### config.mk
export PLATFORM = sky130hd
export DESIGN_NAME = cpu_sequencer
export DESIGN_NICKNAME = d
export VERILOG_FILES = /design/src/rtl/cpu_sequencer.sv
export SDC_FILE = /design/constraint.sdc
export NUM_CORES = 1
export LEC_CHECK = 0
export CORE_ASPECT_RATIO = 1.1
export CORE_MARGIN = 10
export CORE_UTILIZATION = 45
export CTS_CLUSTER_DIAMETER = 50
export DETAILED_ROUTE_END_ITERATION = 8
export GPL_TIMING_DRIVEN = 1
export PLACE_DENSITY_LB_ADDON = 0.08
export SYNTH_ARGS = -nofsm -noshare
export SYNTH_HDL_FRONTEND = slang
export SYNTH_SLANG_ARGS = --single-unit
### constraint.sdc
create_clock -name clk -period 2.9 [get_ports clk]
set_input_delay 0.58 -clock clk [delete_from_list [all_inputs] [get_ports clk]]
set_output_delay 0.58 -clock clk [all_outputs]
set_load 0.01 [all_outputs]
### src/rtl/cpu_sequencer.sv
// cpu_sequencer: multi-cycle fetch/decode/exec/mem/wb control FSM; define SEQ_TIMEOUT_EN for the ack timeout and FAULT state
module cpu_sequencer (
   input  logic        clk,
   input  logic        rst,
   input  logic        run,
   input  logic        imem_ack,
   input  logic [15:0] instr,
   input  logic        dmem_ack,
   input  logic        flag_z,
   output logic        imem_req,
   output logic        ir_load,
   output logic        pc_inc,
   output logic        pc_load,
   output logic        dmem_req,
   output logic        dmem_we,
   output logic        sp_inc,
   output logic        sp_dec,
   output logic        reg_we,
   output logic [2:0]  state,
   output logic [15:0] retired,
   output logic        fault
);
   typedef enum logic [2:0] {
      S_IDLE   = 3'd0,
      S_FETCH  = 3'd1,
      S_DECODE = 3'd2,
      S_EXEC   = 3'd3,
      S_MEM    = 3'd4,
      S_WB     = 3'd5,
      S_FAULT  = 3'd6
   } state_t;
   state_t      r_state;
   logic [3:0]  r_op;
   logic [15:0] r_retired;
   logic        w_mem_op;
   logic        w_end;
   logic        w_tmo;
   assign w_mem_op = (r_op >= 4'd2) && (r_op <= 4'd5);
   assign w_end    = (r_state == S_EXEC) || (r_state == S_WB);
`ifdef SEQ_TIMEOUT_EN
   logic [3:0] r_wait;
   logic       w_waiting;
   assign w_waiting = ((r_state == S_FETCH) && !imem_ack) || ((r_state == S_MEM) && !dmem_ack);
   assign w_tmo     = w_waiting && (r_wait == 4'hF);
   assign fault     = r_state == S_FAULT;
   // consecutive ack-wait cycles; any non-waiting cycle (incl. entry into FETCH/MEM) restarts at zero
   always_ff @(posedge clk) begin
      r_wait <= (rst || !w_waiting) ? 4'd0 : r_wait + 4'd1;
   end
`else
   assign w_tmo = 1'b0;
   assign fault = 1'b0;
`endif
   // state transitions, opcode latch and retired-instruction counter
   always_ff @(posedge clk) begin
      if (rst) begin
         r_state   <= S_IDLE;
         r_op      <= 4'd0;
         r_retired <= 16'd0;
      end else begin
         if (w_end) r_retired <= r_retired + 16'd1;
         case (r_state)
            S_IDLE:   r_state <= run ? S_FETCH : S_IDLE;
            S_FETCH: begin
               if (imem_ack) begin
                  r_op    <= instr[15:12];
                  r_state <= S_DECODE;
               end else if (w_tmo) r_state <= S_FAULT;
            end
            S_DECODE: r_state <= w_mem_op ? S_MEM : S_EXEC;
            S_MEM: begin
               if (dmem_ack) r_state <= S_WB;
               else if (w_tmo) r_state <= S_FAULT;
            end
            S_EXEC, S_WB: r_state <= run ? S_FETCH : S_IDLE;
            default:  r_state <= S_FAULT;
         endcase
      end
   end
   // strobes decoded from current state, latched opcode and the qualifying inputs
   always_comb begin
      imem_req = r_state == S_FETCH;
      ir_load  = imem_req && imem_ack;
      pc_inc   = imem_req && imem_ack;
      pc_load  = (r_state == S_EXEC) && (r_op == 4'd1) && flag_z;
      dmem_req = r_state == S_MEM;
      dmem_we  = dmem_req && ((r_op == 4'd3) || (r_op == 4'd4));
      sp_dec   = (r_state == S_WB) && (r_op == 4'd4);
      sp_inc   = (r_state == S_WB) && (r_op == 4'd5);
      reg_we   = ((r_state == S_EXEC) && (r_op != 4'd1)) || ((r_state == S_WB) && ((r_op == 4'd2) || (r_op == 4'd5)));
   end
   assign state   = r_state;
   assign retired = r_retired;
endmodule

==> run_results.csv <==
group,metric,value,unit
die,start_util,0.4771,
sta,skew,0.004220,ns
critical_path,startpoint,"imem_ack",
clock_tree,cts_num_sinks,23,
placement,dp_hpwl,2.199,mm
placement,placedInstanceArea,0.001592,mm²
global_route,grt_pass1_vias,1051,
critical_path,cp-start-kind,"input pin",
routing,drtIter0Drc,81,
pwr,ir_drop,239.9,µV
final_layout,final_cell_area,0.001618,mm²
sta,rsz0062_at_grt,"no",
die,die_w,69.52,µm
placement,port_buffers,37,
routing,routedWlPerCell,13.09,µm
clock_tree,htreeDepth,1,
sta,min_period,2.761,ns
routing,drtAntennaViolNets,0,
sta,setup_tns,0,ns
final_layout,drive_gt1_frac,0.04891,
final_layout,postLayoutCoreUtil,0.6360,
synthesis,seq_area_frac_synth,0.3794,
synthesis,syn-cell-area,0.001214,mm²
die,core,0.002544,mm²
critical_path,critPathMaxFanout,3,
clock_tree,post_cts_buffers,0,
die,die-height,74.47,µm
critical_path,path_cells,"clkdlybuf4s50_1 > nor4bb_1 > clkdlybuf4s50_1",
run,drv_cap,0,
clock_tree,clk_pin_slew,0.11,ns
critical_path,cpMostUsedCell,"clkdlybuf4s50_1",
synthesis,postSynthAreaPerCell,7.985,µm²
critical_path,end_kind,"primary output",
synthesis,ys_ff_latch,23,
final_layout,area_growth,33.30,%
final_layout,most-common-layout-cells,"clkdlybuf4s50_1 (37), dfxtp_1 (23), nor2_1 (22)",
sta,setup_viol,0,
die,io_pins,51,
synthesis,syn_nets,175,
die,num_rows,19,
routing,avgViaCountPerCell,5.233,
routing,routed_wl,2.814,mm
sta,fin_hold_ws,0.5078,ns
global_route,grt_pass1_wl,4.719,mm
routing,drt-pass1-iter-count,4,
sta,max_freq,362.2,MHz
pwr,cellPowerDensity,348.6,mW/mm²
critical_path,r2r_start,"state[2]",
global_route,grt_usage,0.1056,
global_route,antenna_found_initial,0,
synthesis,synth_ff_type,"dfxtp_1",
clock_tree,insertion_delay,0.30,ns
placement,place.gp.congestion,0.7111,
synthesis,synth_edf_count,0,
synthesis,ys_types,34,
min_path,worstHoldPathType,"register to register",
global_route,grt_max_degree,27,
min_path,min-delay-start,"retired[1]",
sta,final_hold_viol_count,0,
sta,period_share,0.9520,
die,die-area,0.005177,mm²
critical_path,crit_slowest_cell,"clkdlybuf4s50_1",
clock_tree,cts_resized,0,
sta,slew_headroom,0.6509,
clock_tree,cts_max_path_buffers,2,
critical_path,critPathRequiredTime,2.32,ns
critical_path,path_class,"input pin to primary output",
clock_tree,cts_tree,"built",
synthesis,synthCells,152,
routing,drc_errors,0,
clock_tree,cts_hold_buf,0,
final_layout,fin_nets,208,
synthesis,ys_warn_count,0,
routing,vias,1125,
critical_path,cp.arrival,2.18,ns
global_route,grt_overflow,0,
final_layout,antennaDiodeCount,0,
sta,tightest_slew,0.5198,ns
critical_path,cpPeakStageDelay,0.64,ns
pwr,leakagePower,0.5557,nW
clock_tree,clock-root-buffer,"clkbuf_4",
sta,drv_slew,0,
synthesis,synthArstFlopShare,0,
run_status,status,"completed",
final_layout,final_common_cell,"clkdlybuf4s50_1",
clock_tree,cts_buffers,3,
[critical path: cells and delay by family]
| family | cells | cell delay, ns |
|---|---|---|
| and+or+nand+nor | 1 | 0.48 |
| buffers and inverters | 2 | 1.12 |
[final cells by class]
type,count,area [µm²]
clock buffers,4,26.28
fillers,234,925.9
inverters,5,18.77
multi-input cells,112,680.7
flip-flops and latches,23,460.4
well taps,31,38.79
repair buffers,40,392.9
[where the power goes]
group / total [mW] / leakage, nW / internal (mW) / switching [mW]
clock network: 0.140 / 0.0150 / 0.0535 / 0.0862
logic: 0.0911 / 0.355 / 0.0474 / 0.0437
registers: 0.333 / 0.186 / 0.323 / 0.0106
total: 0.564 / 0.556 / 0.423 / 0.141
[worst paths after layout]
kind	slack (ns)	depth (start not counted)	end
worst min-delay path	0.51	2	retired[1]
worst max-delay path	0.14	3	ir_load
worst min register to register	0.51	2	retired[1]
worst max register to register	0.64	4	retired[12]
[synth_stat cells, drive strengths merged (2+ instances only)]
master   n  area [µm²]
a211oi   2       15.01
a21oi   10       50.05
and4     2       17.52
buf      4       22.52
clkbuf   8       31.28
dfxtp   23       460.4
inv      5       18.77
mux2     3       33.78
mux2i    6       60.06
nand2    8       30.03
nand3    8       40.04
nand4    3       18.77
nor2    22       82.58
nor2b    4       25.02
nor3     5       25.02
nor3b    3       22.52
nor4     2       12.51
o21ai    8       40.04
or3      5       31.28
xnor2    4       35.03
xor2     6       52.55
[logic make-up after synthesis]
group                    synth area share
AO/OA/AOI/OAI                      0.1072
XOR/XNOR                          0.07216
adder cells (fa/ha/maj)           0.01031
buffers and inverters             0.05979
flip-flops                         0.3794
multiplexers                      0.07732
other                            0.003090
AND/OR/NAND/NOR                    0.2907
[routing by layer]
layer | vias to the layer above | routed length, µm | global-route usage | part of all wire
met2 | 23 | 1374 | 0.1890 | 0.49
met5 | - | 0 | 0 | 0
li1 | 590 | - | - | -
met1 | 510 | 1218 | 0.1130 | 0.43
met3 | 2 | 203 | 0.04122 | 0.072
met4 | 0 | 17 | 0.03356 | 0.0060
[state kept, by name, indices dropped and copies added (netlist names)]
register / flops
retired: 16
r_op: 4
state: 3
[stage by stage]
stage,std cells,setup slack [ns],power [mW]
floorplan,152,0.9583,0.3929
global placement,211,0.1392,0.4300
detailed placement,211,0.1420,0.4322
CTS,215,0.1203,0.5742
global route,215,0.003762,0.5941
finish,215,0.1392,0.5639
(Power assumes the default switching activity.)
==> patch, RTL diff (same settings) <==
Build with the macro `SEQ_TIMEOUT_EN` defined.
--- a/src/rtl/cpu_sequencer.sv
+++ b/src/rtl/cpu_sequencer.sv
@@ -1,3 +1,5 @@
 // cpu_sequencer: multi-cycle fetch/decode/exec/mem/wb control FSM; define SEQ_TIMEOUT_EN for the ack timeout and FAULT state
+`define SEQ_TIMEOUT_EN
+
 module cpu_sequencer (
    input  logic        clk,
Formal check against the unedited RTL: same outputs for any inputs over 10 cycles, from zero or initial values and one cycle with rst high; that may be too few to reach the edited logic, so the function may still have changed.
==> patch against the original RTL <==
Cell area is 15% higher. Worst hold slack worse by 40 ps. Wire length is 19% higher. Cell count is 13% higher. Largest power group unchanged. Area after synthesis is 16% higher. Non-clock buffer count is 2 higher. First-iteration DRC count is 12% higher. Power is 20% higher. Worst setup slack better by 91 ps. Sequential cell count is 4 higher. Via count is 18% higher. Critical endpoint unchanged.
==> patch: results (changes against the original RTL) <==
metric,value,unit,change
number of buffers inserted during clock tree synthesis,3,,unchanged
met1 Usage GRT,12.0,%,+0.66 points
violation count after the first detailed-route iteration,91,,+12%
Routed met3 length,299,µm,+47%
Crit path max-delay family,simple AND/OR/NAND/NOR gates,,
slowest CP cell,sky130_fd_sc_hd__clkdlybuf4s50_1,,
number of cells in the design after placement,238,,+13%
library cells used by synthesis,41,,+21%
sequential share of the synthesized area,38.3,%,+0.36 points
ratio of total power to cell area,363,nW/µm²,+4.3%
mean routed wirelength per cell,13.9,µm,+6.1%
GRT Util Overall,11.7,%,+1.1 points
pin count of the biggest net entering global routing,22,,-19%
number of fill cells in the layout,286,,+22%
met2 routed wirelength,1650,µm,+20%
worst path arrival time,2090,ps,-90 ps
Final Wtd Congestion,0.817,,+15%
P_leak,0.647,nW,+16%
diode insertion count for antenna repair,0,,unchanged
top area cells in the synthesized netlist,"sky130_fd_sc_hd__dfxtp_1 (38%), sky130_fd_sc_hd__nor2_1 (7.7%), sky130_fd_sc_hd__xnor2_1 (5.0%)",,
Post-Syn Nets,194,,+11%
final worst clock skew,2.11,ps,-2.11 ps
Synth top area share,38.3,%,+0.36 points
global-route wire length before repair,5660,µm,+20%
fraction of final layout cells sized beyond drive strength 1,10.6,%,+5.7 points
final net count,233,,+12%
number of buffers inserted by port buffering,38,,+2.7%
Detailed Route WL,3360,µm,+19%
clock-pin slew of the registers on the worst-case setup and hold paths,140,ps,+30 ps
met2 Usage GRT,20.3,%,+1.4 points
Detailed Routing Iterations Pass 1,4,,unchanged
cell area after placement,1830,µm²,+15%
maximum ir drop on the vdd rail,0.000187,V,-22%
Slew @ Worst Pin,776,ps,+256 ps
critical path's largest stage delay,600,ps,-40 ps
run status,completed,,
post-CTS resize count,1,,+1
clock latency of the later-clocked register in the worst-skew pair,320,ps,+20 ps
hpwl dp,2610,µm,+19%
met3 usage,5.10,%,+0.98 points
cell types with the highest counts after synthesis,"sky130_fd_sc_hd__nor2_1 (29), sky130_fd_sc_hd__dfxtp_1 (27), sky130_fd_sc_hd__nand3_1 (10)",,
pre-CTS setup slack,15.7,ps,-126 ps
M1 WL,1390,µm,+14%
worst-path maximum fanout,15,,+12
vias after detailed routing,1322,,+18%
Clock Tree Root,sky130_fd_sc_hd__clkbuf_4,,
post-synthesis area per instance,8.30,µm²,+4.0%
==> patch: cell types whose count changed after synthesis, moves of 3 or more <==
cell,delta
sky130_fd_sc_hd__clkbuf_1,-3
sky130_fd_sc_hd__inv_1,+3
sky130_fd_sc_hd__buf_2,+3
sky130_fd_sc_hd__xnor2_1,+4
sky130_fd_sc_hd__dfxtp_1,+4
sky130_fd_sc_hd__o21ai_0,-4
sky130_fd_sc_hd__a21o_1,+3
sky130_fd_sc_hd__nor2_1,+7
sky130_fd_sc_hd__or3_1,-4
sky130_fd_sc_hd__nor3_1,+3
==> patch: cells by family (layout without fill, tap and decap cells) <==
family / count (synthesis) / count (layout) / synth area share (%)
AND/OR/NAND/NOR: 80 / 80 / 30.1
flip-flops: 27 / 27 / 38.3
AO/OA/AOI/OAI: 26 / 26 / 12.1
buffers and inverters: 16 / 54 / 4.79
XOR/XNOR: 13 / 13 / 8.60
multiplexers: 6 / 6 / 4.43
adder cells (fa/ha/maj): 2 / 2 / 1.77
==> patch: path summary, 6_finish.rpt <==
check	from	endpoint	slack (ps)	cells after the start
setup / recovery	state[0]	ir_load	230	3
hold / removal	r_wait[0]	r_wait[0]	470	1
setup reg to reg	state[0]	r_op[3]	1170	5
hold reg to reg	r_wait[0]	r_wait[0]	470	1
==> patch: final cells by class <==
| class | instances | area share [%] |
|---|---|---|
| clock buffer | 3 | 1.21 |
| inverter | 8 | 1.62 |
| tap | 34 | 2.29 |
| sequential | 27 | 29.3 |
| multi-input combinational | 127 | 43.3 |
| timing repair buffer | 42 | 22.0 |
| clock inverter | 1 | 0.270 |
==> patch: where the power goes <==
part	leakage [nW]	total (mW)	switching, mW	internal, mW
registers	0.219	0.400	0.0194	0.380
clock network	0.0177	0.162	0.111	0.0516
logic	0.409	0.113	0.0517	0.0609
